<file path="config.mk">
export PLATFORM = sky130hd
export DESIGN_NAME = ex_div
export DESIGN_NICKNAME = d
export VERILOG_FILES = /design/src/rtl/ex_div_pkg.sv /design/src/rtl/ex_div_step.sv /design/src/rtl/ex_div.sv
export SDC_FILE = /design/constraint.sdc
export NUM_CORES = 1
export LEC_CHECK = 0
export ABC_AREA = 1
export BUFFER_PORTS_ARGS = -buffer_cell sky130_fd_sc_hd__buf_2
export CAP_MARGIN = 20
export CORE_AREA = 8 8 148 205
export CTS_CLUSTER_DIAMETER = 30
export DETAILED_ROUTE_END_ITERATION = 8
export DIE_AREA = 0 0 156 213
export GPL_TIMING_DRIVEN = 1
export HOLD_SLACK_MARGIN = 0.1
export PLACE_DENSITY = 0.79
export SKIP_LAST_GASP = 1
export SLEW_MARGIN = 0
export SYNTH_ARGS = -nofsm -noshare
export SYNTH_HDL_FRONTEND = slang
export SYNTH_HIERARCHICAL = 1
export SYNTH_SLANG_ARGS = --single-unit
</file>
<file path="constraint.sdc">
create_clock -name clk -period 3.7 [get_ports clk]
set_input_delay 0.37 -clock clk [delete_from_list [all_inputs] [get_ports clk]]
set_output_delay 0.37 -clock clk [all_outputs]
set_load 0.005 [all_outputs]
</file>
<file path="src/rtl/ex_div_pkg.sv">
// Shared types and constants for the EX-stage radix-2 restoring divider.
// State encoding matches the 2-bit DivFree/DivByZero/DivOn/DivEnd codes used by the EX stage.
package ex_div_pkg;

  localparam int DIV_WIDTH = 32;

  typedef enum logic [1:0] {
    DIV_FREE    = 2'b00,
    DIV_BY_ZERO = 2'b01,
    DIV_ON      = 2'b10,
    DIV_END     = 2'b11
  } div_state_t;

  localparam logic DIV_RESULT_READY     = 1'b1;
  localparam logic DIV_RESULT_NOT_READY = 1'b0;
  localparam logic DIV_START            = 1'b1;
  localparam logic DIV_STOP             = 1'b0;
  localparam logic [63:0] ZERO_DWORD    = 64'd0;

endpackage

</file>
<file path="src/rtl/ex_div_step.sv">
// One combinational restoring-division step: shift {rem, quot} left by one,
// trial-subtract the divisor and keep the difference when it does not borrow.
module ex_div_step
  import ex_div_pkg::*;
#(
  parameter int WIDTH = DIV_WIDTH
) (
  input  logic [WIDTH-1:0] rem,
  input  logic [WIDTH-1:0] quot,
  input  logic [WIDTH-1:0] divisor,
  output logic [WIDTH-1:0] rem_next,
  output logic [WIDTH-1:0] quot_next
);

  logic [WIDTH:0] shifted;
  logic [WIDTH:0] trial;
  logic           borrow;

  // The shifted remainder stays below 2*divisor, so one extra bit covers the borrow.
  assign shifted   = {rem, quot[WIDTH-1]};
  assign trial     = shifted - {1'b0, divisor};
  assign borrow    = trial[WIDTH];
  assign rem_next  = borrow ? shifted[WIDTH-1:0] : trial[WIDTH-1:0];
  assign quot_next = {quot[WIDTH-2:0], ~borrow};

endmodule

</file>
<file path="src/rtl/ex_div.sv">
// Multi-cycle DIV/DIVU unit for the EX stage: result_o = {remainder, quotient}.
// Optional macro DIV_EARLY_TERM_EN finishes at once when |dividend| < |divisor|.
module ex_div
  import ex_div_pkg::*;
#(
  parameter int WIDTH = DIV_WIDTH
) (
  input  logic               clk,
  input  logic               rst,
  input  logic               signed_div_i,
  input  logic [WIDTH-1:0]   opdata1_i,
  input  logic [WIDTH-1:0]   opdata2_i,
  input  logic               start_i,
  input  logic               annul_i,
  output logic [2*WIDTH-1:0] result_o,
  output logic               ready_o
);

  localparam int CNT_W = $clog2(WIDTH) + 1;

  div_state_t         state, next_state;
  logic [WIDTH-1:0]   rem_q, quot_q, divisor_q;
  logic [CNT_W-1:0]   cnt;
  logic               neg1_q, neg2_q;
  logic [2*WIDTH-1:0] result_q;

  logic               accept, div_zero, last_step, early_term;
  logic               neg1, neg2;
  logic [WIDTH-1:0]   mag1, mag2;
  logic [WIDTH-1:0]   rem_next, quot_next, fixed_rem, fixed_quot;

  assign accept    = (start_i == DIV_START) && !annul_i;
  assign div_zero  = (opdata2_i == '0);
  assign last_step = (cnt == CNT_W'(WIDTH - 1));
  assign neg1      = signed_div_i && opdata1_i[WIDTH-1];
  assign neg2      = signed_div_i && opdata2_i[WIDTH-1];
  assign mag1      = neg1 ? (WIDTH'(0) - opdata1_i) : opdata1_i;
  assign mag2      = neg2 ? (WIDTH'(0) - opdata2_i) : opdata2_i;

`ifdef DIV_EARLY_TERM_EN
  assign early_term = !div_zero && (mag1 < mag2);
`else
  assign early_term = 1'b0;
`endif

  ex_div_step #(.WIDTH(WIDTH)) u_step (
    .rem       (rem_q),
    .quot      (quot_q),
    .divisor   (divisor_q),
    .rem_next  (rem_next),
    .quot_next (quot_next)
  );

  // Quotient is negative when the signs differ; the remainder follows the dividend.
  assign fixed_quot = (neg1_q ^ neg2_q) ? (WIDTH'(0) - quot_next) : quot_next;
  assign fixed_rem  = neg1_q ? (WIDTH'(0) - rem_next) : rem_next;

  always_ff @(posedge clk) begin
    if (rst) state <= DIV_FREE;
    else     state <= next_state;
  end

  always_comb begin
    next_state = state;
    case (state)
      DIV_FREE: begin
        if (accept) begin
          if (div_zero)        next_state = DIV_BY_ZERO;
          else if (early_term) next_state = DIV_END;
          else                 next_state = DIV_ON;
        end
      end
      DIV_BY_ZERO: next_state = DIV_END;
      DIV_ON: begin
        if (annul_i)        next_state = DIV_FREE;
        else if (last_step) next_state = DIV_END;
      end
      DIV_END: begin
        if ((start_i == DIV_STOP) || annul_i) next_state = DIV_FREE;
      end
      default: next_state = DIV_FREE;
    endcase
  end

  always_comb begin
    ready_o  = DIV_RESULT_NOT_READY;
    result_o = result_q;
    if (state == DIV_END) ready_o = DIV_RESULT_READY;
  end

  // Operand magnitudes are captured once at acceptance; later input changes are ignored.
  always_ff @(posedge clk) begin
    if (rst) begin
      rem_q     <= '0;
      quot_q    <= '0;
      divisor_q <= '0;
      cnt       <= '0;
      neg1_q    <= 1'b0;
      neg2_q    <= 1'b0;
      result_q  <= ZERO_DWORD[2*WIDTH-1:0];
    end else begin
      case (state)
        DIV_FREE: begin
          if (accept) begin
            rem_q     <= '0;
            quot_q    <= mag1;
            divisor_q <= mag2;
            neg1_q    <= neg1;
            neg2_q    <= neg2;
            cnt       <= '0;
            if (early_term) result_q <= {opdata1_i, WIDTH'(0)};
          end
        end
        DIV_BY_ZERO: result_q <= '0;
        DIV_ON: begin
          if (!annul_i) begin
            rem_q  <= rem_next;
            quot_q <= quot_next;
            cnt    <= cnt + CNT_W'(1);
            if (last_step) result_q <= {fixed_rem, fixed_quot};
          end
        end
        DIV_END: begin
          if ((start_i == DIV_STOP) || annul_i) result_q <= '0;
        end
        default: result_q <= '0;
      endcase
    end
  end

endmodule

</file>
==> flow_metrics.env, run 1 <==
export IMPL_gr_total_overflow=0
export IMPL_critical_path_class="reg -> reg"
export IMPL_drive_gt1_frac=0.115
export IMPL_p_per_area_nw_per_um2=546
export IMPL_worst_slew_pin_slew_ps=974
export IMPL_cp_required_ps=4070
export IMPL_relSlewSlack=0.350
export IMPL_final_cells=2714
export IMPL_synth_seq_area_share=0.258
export IMPL_dp_final_hpwl_um=35400
export IMPL_cts_root_buffer="clkbuf_16"
export IMPL_max_freq_mhz=284
export IMPL_path_max_fanout=12
export IMPL_vdd_drop_max_uv=410
export IMPL_final_nets=2438
export IMPL_clockBufferDepth=2
export IMPL_fin_crit_ps=3520
export IMPL_worst_setup_path_end_kind="flop"
export IMPL_dieArea_um2=33200
export IMPL_syn_cell_area_um2=13200
export IMPL_slew_violations=0
export IMPL_hold_viol_final=0
export IMPL_synth_distinct_cells=46
export IMPL_syn_nets=2368
export IMPL_clock_sinks=170
export IMPL_p_leak_nw=7.29
export IMPL_cp_start_kind="flop"
export IMPL_floorplan_initialDensity=0.482
export IMPL_wl_per_cell_um=16.6
export IMPL_status="completed"
export IMPL_drc=0
export IMPL_cts_hold_fix_buffers=0
export IMPL_postRouteAntennaNets=0
export IMPL_portBuffers=133
export IMPL_row_count=72
export IMPL_vias=14500
export IMPL_cts_tree="done"
export IMPL_total_power_mw=7.96
export IMPL_drv_cap=0
export IMPL_setup_violations=0
export IMPL_coreArea_um2=27300
export IMPL_whs_ps=221
export IMPL_yosysWarnings=6
export IMPL_dr_pass1_iters=5
export IMPL_htree_levels=4
export IMPL_final_common_cell="nand2_1"
export IMPL_syn_area_per_cell_um2=5.82
export IMPL_layout_common_cells="643 x nand2_1, 287 x inv_1, 241 x nor2_1, 213 x a21oi_1, 184 x nand3_1"
export IMPL_hp_class="in -> reg"
export IMPL_period_share=0.952
export IMPL_dp_cells=2674
export IMPL_die_h_um=213
export IMPL_clk_pin_slew_worst_paths_ps=70
export IMPL_async_flop_share=0
export IMPL_grt_first_pass_wirelength_um=71600
export IMPL_grtUsageTotal=0.273
export IMPL_drtIter0Drc=1029
export IMPL_fin_skew_ps=9.54
export IMPL_grt_pass1_vias=14200
export IMPL_synth_edf_count=0
export IMPL_gp_congestion=0.985
export IMPL_worstPathArrival_ps=3890
export IMPL_ys_seq_elements=170
export IMPL_antenna_cells=0
export IMPL_area_growth_syn_to_layout_pct=10.7
export IMPL_die_w_um=156
export IMPL_grt_antenna_before_repair=0
export IMPL_drt_total_wl_um=45100
export IMPL_synthCells=2261
export IMPL_setup_ws_ps=178
export IMPL_ios=134
export IMPL_synthFlopType="dfxtp_1"
export IMPL_clk_latency_ps=450
export IMPL_cts_buffers=17
export IMPL_grt_max_degree=76
export IMPL_vias_per_cell=5.35
export IMPL_dp_slack_ps=72.0
-- cells in the mapped netlist (3+ instances only) --
cell / n / area (um^2)
o21ai_1: 4 / 20.0
nand2_4: 3 / 33.8
buf_1: 4 / 15.0
ha_1: 37 / 463
a21boi_1: 3 / 22.5
inv_1: 292 / 1100
o211ai_1: 5 / 37.5
o21bai_1: 12 / 90.1
buf_6: 5 / 56.3
nor2_2: 8 / 50.1
xnor2_1: 6 / 52.6
a21oi_1: 213 / 1070
nand3_2: 3 / 30.0
inv_2: 9 / 33.8
nand2_1: 645 / 2420
o21ai_0: 154 / 771
nand3b_1: 6 / 45.0
xor2_1: 43 / 377
nand2_2: 11 / 68.8
clkbuf_1: 46 / 173
nand4_1: 31 / 194
buf_2: 18 / 90.1
and2_1: 4 / 25.0
a31oi_1: 5 / 31.3
dfxtp_1: 170 / 3400
nor3_1: 21 / 105
o31ai_1: 5 / 37.5
nor2_1: 245 / 920
buf_4: 38 / 285
or2_2: 8 / 50.1
nand3_1: 187 / 936
-- state kept, by name, summed over array words and instances, names as in the netlist --
register and cells:
cnt 6, rem_q 32, state 2, quot_q 32
divisor_q 32, neg1_q 1, result_o 64, neg2_q 1
-- stage by stage --
step / setup TNS, ps / util / area [um^2]
after detailed placement: 0 / 0.508 / 13900
final: 0 / 0.534 / 14600
after global routing: -20.3 / 0.534 / 14600
after floorplan: 0 / - / 13200
after global placement: 0 / 0.508 / 13900
after CTS: 0 / 0.528 / 14400
-- area by class of cell --
cell class | instances | area [um^2]
Clock buffer | 19 | 443
Inverter | 303 | 1140
Multi-Input combinational cell | 1677 | 8130
Clock inverter | 13 | 110
Timing Repair Buffer | 162 | 896
Fill cell | 2815 | 12700
Tap cell | 370 | 463
Sequential cell | 170 | 3400
-- power breakdown --
part	total, mW	internal (mW)	leakage [nW]	switching, mW
Combinational	4.11	1.32	5.65	2.79
Sequential	2.13	1.96	1.39	0.171
Clock	1.72	0.891	0.255	0.826
Total	7.96	4.17	7.29	3.79
-- per-layer routing --
metal / track usage / share of wire / vias to the layer above
met2: 0.506 / 0.51 / 485
met1: 0.284 / 0.38 / 6552
met3: 0.0324 / 0.041 / 144
met4: 0.180 / 0.067 / 0
li1: - / - / 7349
met5: 0 / 0 / -
-- what timing repair did --
action | 4_1_cts | 5_1_grt
gates resized for setup | 0 | 29
buffers inserted | 0 | 8
setup endpoints to repair | 0 | 34
-- worst max-delay path: stages, from the launching register on --
cell and delay (ps):
dfxtp_1 310, inv_1 170, ha_2 350, nand2_1 130, inv_1 50, nand2_1 60
nand2_1 60, nand2_1 60, nand2_1 110, a21oi_4 210, nand2_2 110, nand2_2 80
nand2_4 90, buf_4 150, inv_1 120, ha_1 190, nand2_1 100, nor2_2 200
nand3_1 180, nand2_1 180, nand2_1 130, a21boi_1 180, o21ai_1 100, a21oi_1 140
-- logic make-up after synthesis --
logic type                 synth area share
buffers and inverters                 0.134
and+or+nand+nor                       0.374
DFF                                   0.258
adders and majority gates            0.0367
xor gates and xnor gates             0.0326
AOI/OAI and AO/OA                     0.164
-- worst paths after layout --
kind,start,to,slack [ps],cells after the start
worst max-delay path,divisor_q[26]$_SDFFE_PP0P_,result_o[20]$_SDFFE_PP0P_,180,23
worst min-delay path,opdata2_i[16],divisor_q[16]$_SDFFE_PP0P_,220,3
worst max register to register,divisor_q[26]$_SDFFE_PP0P_,result_o[20]$_SDFFE_PP0P_,180,23
worst min register to register,result_o[45]$_SDFFE_PP0P_,result_o[45]$_SDFFE_PP0P_,470,2
Note: power is estimated with default switching activity, not from simulation.
==> inputs of run 2 (changes only) <==
--- a/config.mk
+++ b/config.mk
@@ -5,17 +5,15 @@
 export SDC_FILE = /design/constraint.sdc
 export NUM_CORES = 1
 export LEC_CHECK = 0
-export ABC_AREA = 1
 export BUFFER_PORTS_ARGS = -buffer_cell sky130_fd_sc_hd__buf_2
 export CAP_MARGIN = 20
-export CORE_AREA = 8 8 148 205
+export CORE_AREA = 8 8 140 194
 export CTS_CLUSTER_DIAMETER = 30
 export DETAILED_ROUTE_END_ITERATION = 8
-export DIE_AREA = 0 0 156 213
+export DIE_AREA = 0 0 148 202
 export GPL_TIMING_DRIVEN = 1
 export HOLD_SLACK_MARGIN = 0.1
 export PLACE_DENSITY = 0.79
-export SKIP_LAST_GASP = 1
 export SLEW_MARGIN = 0
 export SYNTH_ARGS = -nofsm -noshare
 export SYNTH_HDL_FRONTEND = slang
==> run 2 against run 1 <==
Compared with the run above:
- the run now ends with setup timing left
- clock skew is 2.7 ps higher
- cell count is 25% lower
- fmax is 23% lower
- sequential power is 8% lower
- combinational power is 61% lower
- non-clock buffer count is 204 higher
- clock-buffer cell count is 3 higher
- largest cell class unchanged
- critical path depth is 5 lower
- global-route usage is 1.2 points lower
- clock power is 3% higher
- setup slack worse by 1100 ps
- total power is 33% lower
==> flow_metrics.env, run 2 <==
export IMPL_worstPathArrival_ps=4920
export IMPL_floorplan_initialDensity=0.481
export IMPL_grt_antenna_before_repair=4
export IMPL_p_leak_nw=6.53
export IMPL_final_nets=1813
export IMPL_netlist_area_leader_share=0.291
export IMPL_dp_final_hpwl_um=29100
export IMPL_syn_cell_area_um2=11700
export IMPL_grt_max_degree=53
export IMPL_cp_start_kind="flop"
export IMPL_final_common_cell="buf_4"
export IMPL_cts_hold_fix_buffers=0
export IMPL_rrSetupSlack_ps=-890
export IMPL_clk_pin_slew_worst_paths_ps=70
export IMPL_syn_area_per_cell_um2=8.08
export IMPL_path_buf_inv=2
export IMPL_grtUsageTotal=0.261
export IMPL_violations="setup timing"
export IMPL_p_per_area_nw_per_um2=343
export IMPL_clk_latency_ps=450
export IMPL_worst_slew_pin_slew_ps=1410
export IMPL_synthCells=1449
export IMPL_ios=134
export IMPL_synthFlopType="dfxtp_1"
export IMPL_path_max_fanout=6
export IMPL_yosysMostFrequentCell="dfxtp_1"
export IMPL_drt_total_wl_um=42200
export IMPL_rr_endpoint="result_o[55]$_SDFFE_PP0P_"
export IMPL_wl_per_cell_um=20.7
export IMPL_die_h_um=202
export IMPL_final_cells=2038
export IMPL_total_power_mw=5.34
export IMPL_cts_root_buffer="clkbuf_16"
export IMPL_syn_nets=1556
export IMPL_gp_congestion=0.926
export IMPL_dp_cells=1958
export IMPL_drive_gt1_frac=0.325
export IMPL_worst_setup_path_end_kind="flop"
export IMPL_vias=12400
export IMPL_drc=0
export IMPL_hold_viol_final=0
export IMPL_drtIter0Drc=944
export IMPL_synth_distinct_cells=85
export IMPL_synth_top_cells_by_count="170 x dfxtp_1, 138 x nor2_1, 119 x a21oi_1"
export IMPL_cts_buffers=17
export IMPL_cts_tree="done"
export IMPL_hp_class="in -> reg"
export IMPL_ys_seq_elements=170
export IMPL_slew_violations=0
export IMPL_setup_ws_ps=-888
export IMPL_fin_skew_ps=12.3
export IMPL_coreArea_um2=24300
export IMPL_period_share=1.24
export IMPL_synth_edf_count=0
export IMPL_cp_startpoint="quot_q[31]$_SDFFE_PP0P_"
export IMPL_die_w_um=148
export IMPL_fin_crit_ps=4590
export IMPL_path_cells="inv_2 -> ha_4 -> fa_2 -> and2b_1 -> o2111ai_2 -> a21oi_2 -> o2111ai_2 -> a211oi_2 -> nor2_4 -> mux2i_4 -> and2_4 -> inv_4 -> mux2_4 -> or4_4 -> or4_4 -> o41ai_4 -> xor2_1 -> o2bb2ai_1"
export IMPL_critical_path_class="reg -> reg"
export IMPL_dieArea_um2=29900
export IMPL_r2r_cells=18
export IMPL_clock_sinks=170
export IMPL_area_growth_syn_to_layout_pct=32.9
export IMPL_postRouteAntennaNets=0
export IMPL_max_freq_mhz=218
export IMPL_cp_required_ps=4030
export IMPL_dr_pass1_iters=6
export IMPL_rr_startpoint="quot_q[31]$_SDFFE_PP0P_"
export IMPL_vdd_drop_max_uv=348
export IMPL_grt_first_pass_wirelength_um=62700
export IMPL_largest_register_ffs=64
export IMPL_worstSetupEndpoint="result_o[55]$_SDFFE_PP0P_"
export IMPL_gr_total_overflow=0
export IMPL_row_count=68
export IMPL_path_delay_family="simple AND/OR/NAND/NOR gates"
export IMPL_grt_pass1_vias=12100
export IMPL_status="complete, but fails checks"
export IMPL_worstSetupPathDepth=18
export IMPL_setup_violations=60
export IMPL_yosys_area_top_type="dfxtp_1"
export IMPL_yosysWarnings=6
export IMPL_worst_path_max_delay_cell="or4_4"
export IMPL_async_flop_share=0
export IMPL_setup_tns_ps=-31340
export IMPL_vias_per_cell=6.10
export IMPL_rsz0062_at_grt="yes"
export IMPL_clockBufferDepth=2
export IMPL_portBuffers=133
export IMPL_htree_levels=4
export IMPL_synth_seq_area_share=0.291
export IMPL_layout_common_cells="189 x buf_4, 168 x dfxtp_1, 135 x nor2_1, 132 x buf_2, 109 x a21oi_1"
export IMPL_drv_cap=0
export IMPL_synth_area_leaders="dfxtp_1 29%, a21oi_1 5.1%, xor2_1 5.1%"
export IMPL_relSlewSlack=0.0544
export IMPL_slowest_delay_ps=580
run 2: worst min path at each step:
stage / slack [ps] / from / cells past startpoint / endpoint
3_3_place_gp: 440 / result_o[35]$_SDFFE_PP0P_ / 2 / result_o[35]$_SDFFE_PP0P_
6_report: 220 / opdata2_i[0] / 3 / divisor_q[0]$_SDFFE_PP0P_
2_1_floorplan: 430 / quot_q[7]$_SDFFE_PP0P_ / 2 / quot_q[7]$_SDFFE_PP0P_
5_1_grt: 210 / opdata2_i[0] / 3 / divisor_q[0]$_SDFFE_PP0P_
4_1_cts: 200 / opdata2_i[0] / 3 / divisor_q[0]$_SDFFE_PP0P_
3_5_place_dp: 440 / result_o[43]$_SDFFE_PP0P_ / 1 / result_o[43]$_SDFFE_PP0P_
run 2: per-layer routing:
metal / up-vias / global-route usage / wire (um)
met3: 179 / 0.0492 / 2220
met5: - / 0 / 0
met4: 0 / 0.195 / 3100
met2: 504 / 0.463 / 21500
li1: 5821 / - / -
met1: 5918 / 0.265 / 15400
run 2: cell families after synthesis:
logic type | count (synthesis) | share of synthesized area
compound gates | 417 | 0.244
xor+xnor | 135 | 0.101
fa+ha+maj | 38 | 0.0412
buf+inv | 181 | 0.0768
flops | 170 | 0.291
mux | 33 | 0.0380
simple gates | 475 | 0.209
run 2: tightest hold or removal path, stage by stage:
cell and delay [ps]:
buf_2 130, nand2_1 60, a21oi_1 50
run 2: layout make-up:
class                      count  area [um^2]
antenna                        4         10.0
clock inverter                10          108
clock buffer                  22          464
sequential                   170         3410
timing repair inverter         1         6.26
fill                        1991         8770
timing repair buffer         366         2630
tap                          315          394
multi-input combinational   1098         8340
inverter                      52          205
run 2: through the flow:
| stage | cell area, um^2 | worst slack, ps | util | hold slack, ps |
|---|---|---|---|---|
| 3_5_place_dp | 13800 | -963 | 0.567 | 442 |
| 6_report | 15600 | -888 | 0.640 | 216 |
| 4_1_cts | 15000 | -925 | 0.618 | 196 |
| 3_3_place_gp | 13800 | -889 | 0.567 | 440 |
| 2_1_floorplan | 11900 | -1050 | - | 432 |
| 5_1_grt | 15600 | -1050 | 0.640 | 211 |
run 2: power by group:
part | leakage (nW) | internal [mW] | switching (mW) | total [mW]
clock | 0.282 | 0.978 | 0.793 | 1.77
sequential | 1.38 | 1.88 | 0.0714 | 1.95
combinational | 4.86 | 0.710 | 0.912 | 1.62
run 2: repair_timing:
item | in CTS | in global routing
endpoints found under the setup margin | 50 | 76
gates resized for setup | 102 | 62
buffers inserted | 20 | 24
pin swaps | 41 | 68
cloned | 2 | 1
